**src/rtl/multiword_add_seq.sv**
```systemverilog
// Multi-word adder sequencer: adds two WORDS*32-bit operands one 32-bit word per
// clock on a single shared ripple-carry adder, LSW first, with a start/busy/done handshake.

module RippleCarryAdder_32bit (
   input  logic [31:0] in1,
   input  logic [31:0] in2,
   input  logic        c_in,
   output logic [31:0] sum,
   output logic        c_out
);
   logic carry_chain;

   always_comb begin
      sum         = '0;
      carry_chain = c_in;
      for (int i = 0; i < 32; i++) begin
         sum[i]      = in1[i] ^ in2[i] ^ carry_chain;
         carry_chain = (in1[i] & in2[i]) | (carry_chain & (in1[i] ^ in2[i]));
      end
      c_out = carry_chain;
   end
endmodule

module multiword_add_seq #(
   parameter int WORDS = 4
) (
   input  logic                clk,
   input  logic                rst_n,
   input  logic                start,
   input  logic [32*WORDS-1:0] a,
   input  logic [32*WORDS-1:0] b,
   input  logic                c_in,
   output logic [32*WORDS-1:0] sum,
   output logic                c_out,
   output logic                ovf,
   output logic                busy,
   output logic                done
);
   localparam int N     = 32 * WORDS;
   localparam int IDX_W = $clog2(WORDS);
   localparam logic [IDX_W-1:0] LAST_IDX = IDX_W'(WORDS - 1);

   localparam logic [1:0] S_IDLE = 2'd0;
   localparam logic [1:0] S_RUN  = 2'd1;
   localparam logic [1:0] S_DONE = 2'd2;

   logic [1:0]       state_reg;
   logic [N-1:0]     a_reg;
   logic [N-1:0]     b_reg;
   logic [N-1:0]     sum_reg;
   logic             carry_reg;
   logic [IDX_W-1:0] idx_reg;
   logic             c_out_reg;
   logic             ovf_reg;

   logic [31:0] a_word [WORDS];
   logic [31:0] b_word [WORDS];

   for (genvar gi = 0; gi < WORDS; gi++) begin : g_words
      assign a_word[gi] = a_reg[gi*32 +: 32];
      assign b_word[gi] = b_reg[gi*32 +: 32];
   end

   // The adder only ever sees registered operands, so host inputs may change after accept.
   logic [31:0] add_sum;
   logic        add_c_out;

   RippleCarryAdder_32bit u_adder (
      .in1   (a_word[idx_reg]),
      .in2   (b_word[idx_reg]),
      .c_in  (carry_reg),
      .sum   (add_sum),
      .c_out (add_c_out)
   );

   always_ff @(posedge clk or negedge rst_n) begin
      if (!rst_n) begin
         state_reg <= S_IDLE;
         a_reg     <= '0;
         b_reg     <= '0;
         sum_reg   <= '0;
         carry_reg <= 1'b0;
         idx_reg   <= '0;
         c_out_reg <= 1'b0;
         ovf_reg   <= 1'b0;
      end else begin
         case (state_reg)
            S_IDLE, S_DONE: begin
               if (start) begin
                  a_reg     <= a;
                  b_reg     <= b;
                  carry_reg <= c_in;
                  idx_reg   <= '0;
                  sum_reg   <= '0;
                  c_out_reg <= 1'b0;
                  ovf_reg   <= 1'b0;
                  state_reg <= S_RUN;
               end else begin
                  state_reg <= S_IDLE;
               end
            end
            S_RUN: begin
               for (int i = 0; i < WORDS; i++) begin
                  if (idx_reg == IDX_W'(i)) begin
                     sum_reg[i*32 +: 32] <= add_sum;
                  end
               end
               carry_reg <= add_c_out;
               idx_reg   <= idx_reg + 1'b1;
               if (idx_reg == LAST_IDX) begin
                  // Signed overflow: operands agree in sign but the result does not.
                  c_out_reg <= add_c_out;
                  ovf_reg   <= (a_reg[N-1] == b_reg[N-1]) && (add_sum[31] != a_reg[N-1]);
                  state_reg <= S_DONE;
               end
            end
            default: state_reg <= S_IDLE;
         endcase
      end
   end

   assign sum   = sum_reg;
   assign c_out = c_out_reg;
   assign ovf   = ovf_reg;
   assign busy  = (state_reg == S_RUN);
   assign done  = (state_reg == S_DONE);
endmodule
```
**config.mk**
```make
export PLATFORM = sky130hd
export DESIGN_NAME = multiword_add_seq
export DESIGN_NICKNAME = d
export VERILOG_FILES = /design/src/rtl/multiword_add_seq.sv
export SDC_FILE = /design/constraint.sdc
export NUM_CORES = 1
export LEC_CHECK = 0
export ABC_AREA = 0
export BUFFER_PORTS_ARGS = -buffer_cell sky130_fd_sc_hd__buf_2
export CAP_MARGIN = 0
export CORE_UTILIZATION = 59
export CTS_CLUSTER_DIAMETER = 100
export DETAILED_ROUTE_END_ITERATION = 12
export HOLD_SLACK_MARGIN = 0.06
export PLACE_DENSITY = 0.93
export RECOVER_POWER = 25
export SYNTH_ARGS = -nofsm -noshare
export SYNTH_HDL_FRONTEND = slang
export SYNTH_SLANG_ARGS = --single-unit
```
**constraint.sdc**
```tcl
create_clock -name clk -period 33.7 [get_ports clk]
set_clock_uncertainty 0.2 [all_clocks]
set_input_delay 3.37 -clock clk [delete_from_list [all_inputs] [get_ports clk]]
set_output_delay 3.37 -clock clk [all_outputs]
set_load 0.1 [all_outputs]
```
## Yosys cells after proc, flatten, opt, wreduce, memory -nomap -nowiden

Index checks and enable logic that the tools add are counted.

| storage, ports and cells | value |
|---|---|
| flip-flop bits (word level) | 391 |
| word-level logic and storage cells | 221 |

| operators by class | value |
|---|---|
| muxes and demuxes | 24 |
| reductions and logical operators | 11 |
| equality and inequality tests | 12 |
| add/sub/neg operators | 1 |
| bitwise operators | 161 |
| magnitude comparators | 1 |

Operators by type and width:

| operator | number |
|---|---|
| two-way mux 32 bit | 8 |
| one-hot mux 128 bit (2 select lines) | 1 |
| binary-select mux 32 bit (select 2 bit) | 2 |
| two-way mux 128 bit | 1 |
| AND 1 bit | 64 |
| XOR 1 bit | 64 |
| bitwise OR 1 bit | 32 |
| AND reduction 3 bit | 4 |
| inequality test 2 x 1 -> 1 bit, second input constant | 4 |
| one-hot mux 2 bit (2 select lines) | 2 |
| == test 2 bit, second input constant | 3 |
| one-hot mux 1 bit (2 select lines) | 3 |
| two-way mux 1 bit | 5 |
| == test 2 x 1 -> 1 bit, second input constant | 2 |
| zero test 2 bit | 2 |
| two-way mux 2 bit | 2 |
| AND reduction 2 bit | 2 |
| >= comparator 3 bit, second input constant | 1 |
| inverter 2 -> 3 bit | 1 |
| adder 2 x 1 -> 2 bit, second input constant | 1 |
| inequality test 2 bit, second input constant | 1 |
| nonzero test 2 bit | 1 |
| OR reduction 2 bit | 1 |
| == test 1 bit | 1 |
| other kinds (2) | 2 |

## Depth between registers and ports, before layout

| depth | value |
|---|---|
| word-level depth | 72 |
| gate-level depth with buffers | 45 |
| gate-level depth less buffers | 42 |

## Cells and area by module

A second synthesis with hierarchy kept.

| second synthesis, totals | value |
|---|---|
| cell total of the unflattened synthesis | 1698 |
| area, all modules | 17028.8 µm² |

Modules (own cells, without submodules):

| module | times used | cells each | area each (µm²) |
|---|---|---|---|
| multiword_add_seq | 1 | 1656 | 16350.7 |
| RippleCarryAdder_32bit | 1 | 42 | 678.2 |

## Worst setup path after synthesis

OpenSTA, ideal clock, no wires.

| path | value |
|---|---|
| path type | register to register |
| start point | register idx_reg[0] |
| end point | register ovf_reg (netlist: ovf) |
| clock period less this slack | 15.760 ns |
| data required time | 33.415 ns |
| slack | 17.940 ns |
| data arrival time | 15.475 ns |
| stages on the path, launching flop included | 46 |
| path through | dfrtp_1 buf_6 buf_12 buf_12 mux4_2 inv_1 fa_1 fa_1 fa_1 fa_1 fa_1 inv_1 fa_1 inv_1 fa_1 fa_1 fa_1 fa_1 (+10 left out) fa_1 fa_1 fa_1 fa_1 fa_1 fa_1 fa_1 fa_1 inv_1 fa_1 inv_1 fa_1 fa_1 inv_1 fa_1 and3b_1 a21oi_1 o21ai_0 |

| on the way | value |
|---|---|
| cells in the longest elaborated chain, start to end | 72 |
| elaborated cells on any way between the ends | 140 |
| classes of those cells | eq/ne: 3; mux: 8; bitwise: 127; reduce/logical: 2 |

RTL lines:

| item | line | RTL |
|---|---|---|
| start, declared | 52 | `logic [IDX_W-1:0] idx_reg;` |
| start signal, assigned | 109 | `idx_reg <= idx_reg + 1'b1;` |
| inverter 2 -> 3 bit (not written as such) | 69, 70 |  |
| binary-select mux 32 bit (select 2 bit), on equally long branches | 69, 70 |  |
| two-way mux 32 bit, on equally long branches (2 in series) | 69, 70 |  |
| XOR 1 bit | 18 | `carry_chain = (in1[i] & in2[i]) \| (carry_chain & (in1[i] ^ in2[i]));` |
| AND 1 bit | 18 |  |
| bitwise OR 1 bit | 18 |  |
| AND 1 bit | 18 |  |
| bitwise OR 1 bit | 18 |  |
| (+55 left out) | n/a |  |
| bitwise OR 1 bit | 18 |  |
| AND 1 bit | 18 |  |
| bitwise OR 1 bit | 18 |  |
| XOR 1 bit | 17 | `sum[i] = in1[i] ^ in2[i] ^ carry_chain;` |
| inequality test 1 bit | 113 | `ovf_reg <= (a_reg[N-1] == b_reg[N-1]) && (add_sum[31] != a_reg[N-1]);` |
| logical AND 1 bit | 113 |  |
| two-way mux 1 bit | 110 | `if (idx_reg == LAST_IDX) begin` |
| one-hot mux 1 bit (2 select lines) | 87 | `case (state_reg)` |
| end signal, assigned | 113 |  |
| end, declared | 54 | `logic ovf_reg;` |

Several ways; a longest one is shown, not always the timed one. The select of a mux whose other input is x is not followed.
A chain may end at the register's enable or synchronous reset.

## Worst setup path in the final report

| path | value |
|---|---|
| start point | register idx_reg[1] |
| end point | register ovf_reg (netlist: ovf) |

The elaborated chain is that of the path after synthesis.

==> results.json <==
{
  "grt.overflow.total": 0,
  "hold_buffers": 0,
  "cts.clk_slew.worst_paths_ns": 0.06,
  "numPortBuffers": 391,
  "ant_nets": 0,
  "yosys.area_share.simple_pct": 21.0,
  "place.gp.congestion": 0.878,
  "violations": "max-capacitance violations, max-slew violations",
  "syn2layout_area_growth_pct": 18.9,
  "antenna_found_initial": 5,
  "synth_compound_area_share_pct": 4.53,
  "initial_utilization_pct": 59.9,
  "final-hold-violation-count": 0,
  "fp.coreArea_sq_mm": 0.0287,
  "synthesis.area_sq_mm": 0.0172,
  "synth.lib_cells_used.distinct": 27,
  "muxShareOfSynthArea_pct": 8.47,
  "ff2ff_setup_slack_ns": 15.32,
  "hold_path_class": "register to register",
  "syn_nets": 2022,
  "avgRoutedWirePerCell_um": 19.2,
  "dpl.hpwl_um": 32200,
  "grt.total_usage_pct": 32.5,
  "criticalPathCategory": "register to register",
  "synth.area.top_cells": "dfrtp_1, nand2_1, mux4_2",
  "cts_resized": 0,
  "drt-vias-per-instance": 5.69,
  "clk_path_buf_depth": 3,
  "drive_gt1_share_pct": 25.1,
  "rsz0062_at_grt": "no",
  "synth-edff-count": 0,
  "slew_violations": 652,
  "worst_skew_pair.late_latency_ns": 0.52,
  "worstReg2RegEnd": "ovf",
  "dr.pass1.iters": 7,
  "holdPathEnd": "b_reg[33]",
  "synth-xor-area-share_pct": 0,
  "max_freq_mhz": 54.4,
  "min_from": "b_reg[33]",
  "dieArea_sq_mm": 0.0298,
  "drc_errors": 0,
  "wl_um": 47500,
  "status": "finished, violations left",
  "synthTopCellsByCount": "nand2_1, dfrtp_1, nand3_1, o21ai_0, buf_2",
  "post_cts_buffers": 0,
  "syn_inst": 1726,
  "synthArstFlopShare_pct": 100,
  "relSlewSlack_pct": -604,
  "cts_tree": "done",
  "h-tree-depth": 2,
  "yosysWarnings": 0,
  "netlist.area_leader.share_pct": 56.9,
  "die_h_um": 173,
  "synth_area_per_cell_sq_um": 9.97,
  "synth_top_area_cell": "dfrtp_1",
  "min_period_ns": 18.38,
  "cts_sinks": 391,
  "num-nets-final": 2351,
  "r2r-start": "idx_reg[1]",
  "std_cell_rows": 62,
  "worst_ep_required_time_ns": 33.94,
  "fin_setup_tns_ns": 0,
  "cts_made_buffers": 40,
  "critPathMaxFanout": 43,
  "ys_seq_area_share_pct": 56.9,
  "grt_first_pass_wirelength_um": 75700,
  "ys_seq_elements": 391,
  "cts-root-buf": "clkbuf_16",
  "cpPeakStageDelay_ns": 2.10,
  "cp_slowest_cell": "clkbuf_1",
  "whs_path_depth": 2,
  "drtIter0Drc": 1433,
  "chipWidth_um": 173,
  "grt_pass1_vias": 14081,
  "vias": 14087,
  "yosysMostFrequentCell": "nand2_1",
  "endpoint_kind": "register",
  "finalCritPeriodShare_pct": 54.5,
  "synth_fa_ha_area_share_pct": 4.02,
  "cp_data_arrival_time_ns": 18.62,
  "max_cap_viol_count": 4,
  "ys.flop_type": "dfrtp_1",
  "tightest_slew_ns": 10.55,
  "num_io_pins": 392,
  "synth_top_family_by_area": "simple AND/OR/NAND/NOR gates",
  "cpMostUsedCell": "fa_1",
  "ff2ff_path_depth": 42,
  "grt_max_degree": 261,
  "finalSetupViolCount": 0,
  "start_kind": "register"
}
[layout make-up]
class	count	area [sq um]
sequential	391	9790
fill	1961	8260
multi-input combinational	1148	6560
timing repair buffer	403	2050
clock buffer	61	1160
tap	384	480
inverter	71	269
clock inverter	13	126
antenna	5	12.5
[routing by layer]
layer | track usage [%] | routed length (um) | vias to the layer above | part of all wire [%]
li1 | - | - | 6241 | -
met5 | 0 | 0 | - | 0
met2 | 50.9 | 22100 | 807 | 47
met3 | 5.96 | 4070 | 135 | 8.6
met1 | 45.9 | 19400 | 6904 | 41
met4 | 12.1 | 1810 | 0 | 3.8
[worst max-delay path: cells and delay by family (launching register included)]
family	cells	cell delay [ns]
mux	1	0.57
simple gates	1	0.25
buf+inv	7	2.57
fa+ha+maj	31	13.81
flops	1	0.67
compound gates	2	0.19
[stage by stage]
stage	setup slack (ns)	area [sq um]	utilization, %	hold slack (ns)	cells
after detailed placement	17.08	19200	66.9	0.257	2397
after global routing	12.68	20400	71.2	0.288	2473
after floorplan	17.94	17200	-	0.237	1726
after global placement	17.29	19200	66.9	0.250	2397
after CTS	16.99	20500	71.4	0.272	2471
final	15.32	20400	71.2	0.274	2476
[kinds of logic (layout without fill, tap and decap cells)]
family | Yosys count | in the layout
compound gates | 137 | 137
fa+ha+maj | 36 | 36
buf+inv | 187 | 548
flops | 391 | 391
mux | 64 | 64
other cells | 0 | 5
simple gates | 911 | 911
[placed cells by master (no fill, tap or decap), types with 8 or more instances in the layout]
cell type	synthesis	layout
buf_2	72	389
buf_4	5	8
clkbuf_1	34	19
clkbuf_16	0	41
clkinv_2	0	8
dfrtp_1	391	389
fa_1	32	32
inv_1	70	70
mux4_2	60	60
nand2_1	770	770
nand3_1	130	130
o21ai_0	100	100
o31ai_1	30	30
[worst max-delay path by stage]
stage / from / to / slack (ns)
CTS: idx_reg[1] / ovf / 16.99
floorplan: idx_reg[0] / ovf / 17.94
global placement: idx_reg[1] / ovf / 17.29
finish: idx_reg[1] / ovf / 15.32
global route: rst_n / idx_reg[1] / 12.68
detailed placement: idx_reg[1] / ovf / 17.08
Power is left out: the tool's default activity adds up to more than one toggle a clock period on the data nets, which glitch-free logic cannot reach.
